File: src/rtl/sram_dma_pkg.sv
// Shared widths and FSM state type for the SRAM copy engine.
package sram_dma_pkg;

  localparam int ADDR_W = 16;
  localparam int DATA_W = 32;

  typedef enum logic [1:0] {IDLE, RD, CAP, WR} state_t;

endpackage

File: src/rtl/sram_dma.sv
// Single-channel SRAM-to-SRAM copy engine: one word read, captured, then written.
// The CPU has priority on the shared SRAM port, so the engine stalls whenever cpu_req is high.
module sram_dma #(
  parameter int ADDR_W = sram_dma_pkg::ADDR_W,
  parameter int DATA_W = sram_dma_pkg::DATA_W
) (
  input  logic              clk,
  input  logic              rst_n,
  input  logic              start,
  input  logic [ADDR_W-1:0] src,
  input  logic [ADDR_W-1:0] dst,
  input  logic [ADDR_W-1:0] len,
  input  logic              cpu_req,
  output logic              busy,
  output logic              done,
  output logic [ADDR_W-1:0] remaining,
  output logic [ADDR_W-1:0] mem_addr,
  output logic [DATA_W-1:0] mem_di,
  output logic              mem_en,
  output logic              mem_we,
  input  logic [DATA_W-1:0] mem_do
);

  import sram_dma_pkg::*;

  localparam logic [ADDR_W-1:0] ONE = ADDR_W'(1);

  state_t            state, state_next;
  logic [ADDR_W-1:0] src_cur, dst_cur;
  logic [DATA_W-1:0] data_buf;

  always_ff @(posedge clk or negedge rst_n) begin
    if (!rst_n) begin
      state     <= IDLE;
      done      <= 1'b0;
      src_cur   <= '0;
      dst_cur   <= '0;
      remaining <= '0;
      data_buf  <= '0;
    end else begin
      state <= state_next;
      done  <= 1'b0;
      case (state)
        IDLE: begin
          if (start) begin
            if (len != '0) begin
              src_cur   <= src;
              dst_cur   <= dst;
              remaining <= len;
            end else begin
              done <= 1'b1;
            end
          end
        end
        CAP: data_buf <= mem_do;
        WR: begin
          // Pointers wrap naturally modulo 2^ADDR_W.
          if (!cpu_req) begin
            src_cur   <= src_cur + ONE;
            dst_cur   <= dst_cur + ONE;
            remaining <= remaining - ONE;
            if (remaining == ONE) done <= 1'b1;
          end
        end
        default: ;
      endcase
    end
  end

  always_comb begin
    state_next = state;
    case (state)
      IDLE: if (start && (len != '0)) state_next = RD;
      RD:   if (!cpu_req) state_next = CAP;
      CAP:  state_next = WR;
      WR:   if (!cpu_req) state_next = (remaining == ONE) ? IDLE : RD;
      default: state_next = IDLE;
    endcase
  end

  // SRAM port drive is purely a function of state; a CPU request only gates the enables.
  always_comb begin
    mem_addr = '0;
    mem_di   = '0;
    mem_en   = 1'b0;
    mem_we   = 1'b0;
    case (state)
      RD: begin
        mem_addr = src_cur;
        mem_en   = !cpu_req;
      end
      WR: begin
        mem_addr = dst_cur;
        mem_di   = data_buf;
        mem_en   = !cpu_req;
        mem_we   = !cpu_req;
      end
      default: ;
    endcase
  end

  assign busy = (state != IDLE);

endmodule
File: config.mk
export PLATFORM = sky130hd
export DESIGN_NAME = sram_dma
export DESIGN_NICKNAME = d
export VERILOG_FILES = /design/src/rtl/sram_dma_pkg.sv /design/src/rtl/sram_dma.sv
export SDC_FILE = /design/constraint.sdc
export NUM_CORES = 1
export LEC_CHECK = 0
export ABC_AREA = 1
export BUFFER_PORTS_ARGS = -buffer_cell sky130_fd_sc_hd__buf_2
export CAP_MARGIN = 20
export CORE_AREA = 2 2 163 117
export CTS_CLUSTER_DIAMETER = 40
export DETAILED_ROUTE_END_ITERATION = 8
export DIE_AREA = 0 0 165 119
export GPL_TIMING_DRIVEN = 1
export PLACE_DENSITY = 0.6
export SLEW_MARGIN = 10
export SYNTH_ARGS = -nofsm -noshare
export SYNTH_HDL_FRONTEND = slang
export SYNTH_SLANG_ARGS = --single-unit
File: constraint.sdc
create_clock -name clk -period 3.1 [get_ports clk]
set_clock_uncertainty 0.05 [all_clocks]
set_input_delay 0.31 -clock clk [delete_from_list [all_inputs] [get_ports clk]]
set_output_delay 0.31 -clock clk [all_outputs]
set_load 0.01 [all_outputs]
Word level (Yosys, flattened, before mapping):

Index checks and enable logic that the tools add are counted.

* input port bits: 84
* register bits: 83
* word-level logic and storage cells: 53

* muxes and demuxes: 26
* reductions and logical operators: 9
* equal/unequal tests: 9
* $add $sub $neg: 3

Operators by type and width (number)
* $mux 16: 9
* $pmux 16 s2: 4
* $add 16x1->16 const B: 2
* $mux 32: 1
* $eq 16x1->1 const B: 1
* $reduce_bool 16->1: 1
* $sub 16x1->16 const B: 1
* $ne 2x2->1 const B: 5
* $pmux 2 s4: 1
* $mux 1: 7
* $mux 2: 3
* $eq 2x2->1 const B: 2
* $reduce_and 4->1: 1
* $reduce_bool 2->1: 2
* $reduce_and 3->1: 1
* $eq 2x1->1 const B: 1
* $logic_not 2->1: 1
* $pmux 1 s2: 1
* $reduce_or 2->1: 1
* $logic_and 1x1->1: 1
* $logic_not 1->1: 1

Logic depth before layout (Yosys ltp):

Gate-level depths: netlist of the first run.

* word-level depth: 4
* gate-level depth with buffers: 11

Worst setup path before layout of the first run:

Ideal clock, no wire load.

* kind: register -> output
* start point: register state[0]
* end point: output mem_addr[1]
* slack: 1.266 ns
* arrival time: 1.474 ns
* path buffers: 3
* data required time: 2.740 ns
* cell stages (with the launch flop): 7
* cells stage by stage: dfrtp_1 ha_1 buf_4 inv_1 buf_2 buf_1 o22ai_1

* longest elaborated chain between the ends: 2
* elaborated cells on any way between the ends: 3

RTL lines
* start, declared: RTL line sram_dma.sv:28 `state_t state, state_next;`
* start signal, assigned: RTL line sram_dma.sv:41 `state <= state_next;`
* $eq 2x2->1 or $eq 2x1->1 (tied branches): RTL line sram_dma.sv:87 `case (state)`
* $pmux 16 s2 (*): RTL line sram_dma.sv:87
* end, declared: RTL line sram_dma.sv:17 `output logic [ADDR_W-1:0] mem_addr,`

Mark *: on every way between the ends. The rest lies on a longest branch, timed or not.

Final worst setup path of the first run:

* start point: register state[0]
* end point: output mem_addr[2]

Same word-level chain as after synthesis.

==> results of run 1 <==
[per-layer routing]
layer	vias to the layer above	track usage [%]	part of all wire (%)
li1	2716	-	-
met4	4	3.70	0.84
met2	139	24.0	41
met5	-	0	0.19
met1	2478	26.1	51
met3	14	4.18	7.0
[layout by cell type, fill, tap and decap left out, types with 2 or more instances in the layout]
cell / netlist / final
nand4_1: 12 / 12
nand2_1: 301 / 301
dfrtp_1: 83 / 83
diode_2: 0 / 2
clkinv_2: 0 / 3
nand3_1: 61 / 61
a21oi_1: 3 / 3
buf_4: 4 / 10
nor2_1: 61 / 61
clkbuf_16: 0 / 9
o22ai_1: 3 / 3
xor2_1: 2 / 2
o21ai_0: 60 / 60
or2_2: 12 / 12
nand3b_1: 4 / 4
inv_1: 83 / 83
ha_1: 9 / 8
a31oi_1: 2 / 2
nor3_1: 6 / 6
mux2_2: 32 / 32
buf_2: 16 / 150
[path summary, 6_finish.rpt]
| check | startpoint | to | slack, ns |
|---|---|---|---|
| min reg2reg | data_buf[3] | data_buf[3] | 0.46 |
| max | state[0] | mem_addr[2] | 0.61 |
| max in group asynchronous | rst_n | dst_cur[10] | 1.89 |
| min in group asynchronous | rst_n | data_buf[5] | 0.45 |
| min | mem_do[25] | data_buf[25] | 0.15 |
| max reg2reg | state[0] | dst_cur[8] | 0.93 |
[metrics by stage]
step / total power [mW] / cell area, sq um / cells
after floorplan: 4.55 / 5340 / 770
after global placement: 5.58 / 6320 / 1143
after detailed placement: 5.62 / 6320 / 1143
after CTS: 6.73 / 6620 / 1159
after global routing: 7.33 / 6620 / 1160
final: 6.67 / 6630 / 1161
[cells by family (layout without fill, tap and decap cells)]
group	count (synthesis)	after routing
simple gates	459	459
buf+inv	114	261
flops	83	83
compound gates	71	71
mux	32	32
fa+ha+maj	9	9
xor+xnor	2	2
other cells	0	2
[flip-flops by register name, indices dropped and copies added, names as in the netlist]
| name | flops |
|---|---|
| data_buf | 32 |
| done | 1 |
| state | 2 |
| dst_cur | 16 |
| src_cur | 16 |
| remaining | 16 |
[area by class of cell]
cell class,instances,area (sq um)
repair buffers,162,856
diodes,2,5.00
flip-flops and latches,83,2080
fillers,1990,11700
inverters,84,315
clock inverters,5,53.8
multi-input cells,573,2780
clock buffers,10,239
well taps,242,303
[report_power, final]
group | switching, mW | internal, mW | total (mW)
combinational | 2.15 | 1.31 | 3.46
clock | 0.433 | 0.639 | 1.07
sequential | 0.501 | 1.64 | 2.14
[critical path, cell delays in order, from the launching register on]
cell	delay, ns
dfrtp_1	0.45
ha_4	0.53
inv_1	0.12
buf_4	0.24
o22ai_1	0.27
buf_2	0.18
==> Implementation_results.wiki, run 1 <==
{| class="wikitable"
! Metric !! Value
|-
| Result of the run || complete, no violations
|-
| TritonCTS clock tree || done
|-
| Via count || 5351
|-
| Number of detailed-route iterations in the first pass || 5
|-
| Layout Utilization || approximately 36%
|-
| Total gr overflow || 0
|-
| Time the worst path needs with I/O delays and setup || between 2 and 2.5 ns
|-
| Die area || 0.0196 sq mm
|-
| Number of antenna violations at the first check in global routing || 4
|-
| Startpoint type of the worst setup path || register
|-
| Synth Area in XOR/XNOR || 0.328%
|-
| Total power density per cell area || 1010 mW/mm^2
|-
| Row count || 42
|-
| Clock Latency Late Sink || 0.33 ns
|-
| Biggest area contributors in the synthesized netlist || dfrtp_1 39%, nand2_1 21%, mux2_2 6.7%
|-
| Flip-flop cell with the highest count after synthesis || dfrtp_1
|-
| Number of H-tree branching levels || 3
|-
| Type of the worst min-delay path || primary input to register
|-
| GRT Resource Usage Total || 17.1%
|-
| First-pass GRT wire length || 26300 microns
|-
| Max Fclk || 401 MHz
|-
| Setup slack after layout || just over 0.6 ns
|-
| Average cell area after synthesis || 6.94 sq um
|-
| Worst Hold Depth || 2
|-
| Root buffer cell || clkbuf_16
|-
| Area of the placeable core || 0.0183 sq mm
|-
| Port Buf Inserts || 151
|-
| Clock buffer count from CTS || 9
|-
| Max Transition Viols Final || 0
|-
| Setup fix buffers added after clock tree synthesis || 0
|-
| Largest net degree at the start of global routing || 48
|-
| Drt total wl || 16200 microns
|-
| Data arrival time of the worst path || 2.13 ns
|-
| Register area share after synthesis || 38.9%
|-
| Area overhead of the layout relative to synthesis || 24.0%
|-
| FFs w/ async S/R, synth || 100%
|-
| Layout cells sized above 1 || 24.4%
|-
| Mean routed wirelength per cell || around 14 microns
|-
| Critical path peak fanout || 47
|-
| Number of ports placed on the die boundary || between 150 and 200
|-
| Total of cells resized after clock tree synthesis || 0
|-
| Initial core utilization || about 29%
|-
| Hpwl dp || between 10000 and 15000 microns
|-
| Mean number of vias per cell || roughly 4.6
|-
| Main combinational cell family by area after synthesis || simple AND/OR/NAND/NOR gates
|-
| Final sum of negative setup slack || 0 ns
|-
| Number of max-capacitance violations reported || 0
|-
| DRT antenna net count || 0
|-
| Critical Path RT || around 2.7 ns
|-
| Hold Vio Cnt, Final || 0
|-
| Number of synthesized flops with an enable pin || 0
|-
| Count of cell types in the netlist || 27
|-
| Share of the synthesized area in compound gates (AO/OA/AOI/OAI) || under 10%
|-
| Adder-cell share of the synthesized area || between 2 and 2.5%
|-
| Area share of and/or/nand/nor cells after synthesis || 35.3%
|-
| Number of DRC violations after detailed routing || 0
|-
| Standby leakage power || around 3.6 nW
|-
| Kind of critical path || register to primary output
|-
| Worst IR Drop VDD || 356 uV
|-
| Number of nets in the finished design || 1006
|-
| WHS || 0.151 ns
|-
| Capturing element type of the critical path || primary output
|-
| Area share of the largest cell type after synthesis || about two fifths
|-
| Multiplexer area fraction after synthesis || 6.75%
|-
| YS warnings || 0
|-
| Vias in the first global route || 5011
|-
| Relative slew margins || 60.5%
|-
| Cell taking the most area after synthesis || dfrtp_1
|-
| Share of the clock period used by the worst path after layout || 80.4%
|-
| Cell count after synthesis || 770
|-
| CTS sink cnt || 83
|-
| DRC marker count from the first detailed-route iteration || about 410
|-
| Leading cell types by count after synthesis || 301 x nand2_1, 83 x dfrtp_1, 83 x inv_1
|-
| Max clock buf depth || 2
|-
| Cell area after synthesis || 0.00534 sq mm
|-
| Setup violators final || 0
|-
| Most frequently used cell type in the post-synthesis netlist || nand2_1
|-
| Count of hold buffers inserted by post-cts repair || 1
|-
| GP Congestion || between 0.9 and 1
|-
| Slew at the pin closest to its max-slew limit || 0.592 ns
|-
| Setup repair after global routing missed its margin || false
|-
| Worst reg2reg path depth || 7
|-
| Die Wd || 165 microns
|-
| Minimum setup slack after placement || roughly 0.91 ns
|-
| Post-Synthesis Net Count || 863
|-
| Clock Pin Slew Worst Setup and Hold Paths || 0.06 ns
|-
| Chip Height || roughly 120 microns
|-
| Total of flip-flops plus latches after synthesis || 83
|}
Note: power is estimated with default switching activity, not from simulation.
==> run 2: changes to the inputs <==
- clock period: 3.1 -> 2.4 ns (I/O delays scaled with it)
==> Implementation_results.wiki, run 2 (synthesis gave the netlist of run 1 again) <==
{| class="wikitable"
! Metric !! Value
|-
| Max clock buf depth || 2
|-
| First-pass GRT wire length || 25800 microns
|-
| Row count || 42
|-
| Hold Vio Cnt, Final || 0
|-
| Number of max-capacitance violations reported || 0
|-
| Data arrival time of the worst path || 1.94 ns
|-
| Startpoint type of the worst setup path || register
|-
| Max Transition Viols Final || 0
|-
| Mean routed wirelength per cell || 13.6 microns
|-
| Final sum of negative setup slack || 0 ns
|-
| Total power density per cell area || 1320 mW/mm^2
|-
| Number of flip-flops under the largest register name || 32
|-
| Most flops, register || data_buf
|-
| Layout cells sized above 1 || 24.9%
|-
| Total gr overflow || 0
|-
| Share of the clock period used by the worst path after layout || between 90% and 100%
|-
| Mean number of vias per cell || 4.57
|-
| GRT Resource Usage Total || 16.8%
|-
| Setup violators final || 0
|-
| Drt total wl || approximately 16000 microns
|-
| Port Buf Inserts || 151
|-
| Area overhead of the layout relative to synthesis || 26.3%
|-
| Largest net degree at the start of global routing || 37
|-
| # fillers || 1970
|-
| Area of the placeable core || approximately 0.018 sq mm
|-
| Number of antenna violations at the first check in global routing || 5
|-
| Standby leakage power || 3.68 nW
|-
| Number of H-tree branching levels || 3
|-
| Capturing element type of the critical path || primary output
|-
| Clock buffer count from CTS || 9
|-
| Number of DRC violations after detailed routing || 0
|-
| DRT antenna net count || 0
|-
| Time the worst path needs with I/O delays and setup || 2.23 ns
|-
| Vias in the first global route || 4990
|-
| Max Fclk || 449 MHz
|-
| Hpwl dp || 12100 microns
|-
| Root buffer cell || clkbuf_16
|-
| Critical Path RT || 2.11 ns
|-
| Top library cells by usage in the layout, fill and taps aside || 301 x nand2_1, 150 x buf_2, 83 x inv_1, 83 x dfrtp_1
|-
| Die area || 0.0196 sq mm
|-
| Worst IR Drop VDD || a little under 400 uV
|-
| Result of the run || complete, no violations
|-
| Setup repair after global routing missed its margin || false
|-
| CTS sink cnt || just over 80
|-
| Chip Height || 119 microns
|-
| WHS || between 0.07 and 0.08 ns
|-
| GP Congestion || 0.920
|-
| Clock Latency Late Sink || 0.34 ns
|-
| Via count || roughly 5400
|-
| Clock Pin Slew Worst Setup and Hold Paths || roughly 0.060 ns
|-
| Number of detailed-route iterations in the first pass || 7
|-
| Number of ports placed on the die boundary || around 150
|-
| Die Wd || 165 microns
|-
| Critical path peak fanout || 24
|-
| Total of cells resized after clock tree synthesis || 0
|-
| Kind of critical path || register to primary output
|-
| TritonCTS clock tree || done
|-
| Leading cell type in the layout, fill and taps excluded || nand2_1
|-
| Layout Utilization || 36.8%
|-
| Initial core utilization || 29.1%
|-
| Number of nets in the finished design || 1013
|-
| Type of the worst min-delay path || primary input to register
|-
| Slew at the pin closest to its max-slew limit || ~0.49 ns
|-
| Relative slew margins || approximately two thirds
|-
| DRC marker count from the first detailed-route iteration || about 400
|}
## run 2: cell types whose count changed in the layout (fill, tap and decap cells not counted)
cell / delta
buf_4: +4
bufinv_16: +1
buf_12: +3
clkbuf_1: +2
diode_2: +1
clkinv_2: -2
## run 2: metrics by stage
stage	setup slack, ns	power, mW	cells	instance area (sq um)
after floorplan	0.583	5.88	770	5340
after global placement	0.442	7.35	1149	6400
after detailed placement	0.412	7.40	1149	6400
after CTS	0.0378	8.97	1166	6730
after global routing	0.0107	9.76	1169	6740
final	0.174	8.89	1170	6750
## run 2: timing repair
action,4_1_cts,5_1_grt
setup buffers,0,1
endpoints found under the setup margin,0,4
hold buffers,1,0
hold endpoints to repair,34,0
## run 2: report_power, final
| part | leakage, nW | internal (mW) | switching (mW) |
|---|---|---|---|
| logic | 2.52 | 1.83 | 2.77 |
| clock network | 0.157 | 0.941 | 0.573 |
| registers | 1.01 | 2.12 | 0.655 |
## run 2: path summary, 6_finish.rpt
kind                       cells after the start        start  slack (ns)          end
max                                            6     state[0]        0.17  mem_addr[4]
min                                            2    mem_do[8]        0.07  data_buf[8]
max reg2reg                                    7     state[0]        0.41  dst_cur[11]
min reg2reg                                    1  data_buf[3]        0.46  data_buf[3]
max in group asynchronous                      3        rst_n        1.36  dst_cur[15]
min in group asynchronous                      2        rst_n        0.35  data_buf[5]
## run 2: per-layer routing
metal | global-route usage, % | part of all wire (%)
met5 | 0 | 0.19
met4 | 3.15 | 0.83
met3 | 5.54 | 8.3
met2 | 23.7 | 41
met1 | 24.8 | 50
## run 2: critical path, stage by stage, from the launching register on
cell and delay [ns]:
dfrtp_1 0.45, ha_4 0.29, buf_4 0.30, buf_4 0.22
nand2_1 0.07, o21ai_0 0.09, buf_2 0.17
## run 2: final cells by class
cell class                 count  area [sq um]  share of cell area (%)
antenna                        3          7.51                   0.111
clock buffer                  12           246                    3.65
clock inverter                 4          73.8                    1.09
inverter                      84           315                    4.67
multi-input combinational    573          2780                    41.2
sequential                    83          2080                    30.8
tap                          242           303                    4.49
timing repair buffer         169           946                    14.0
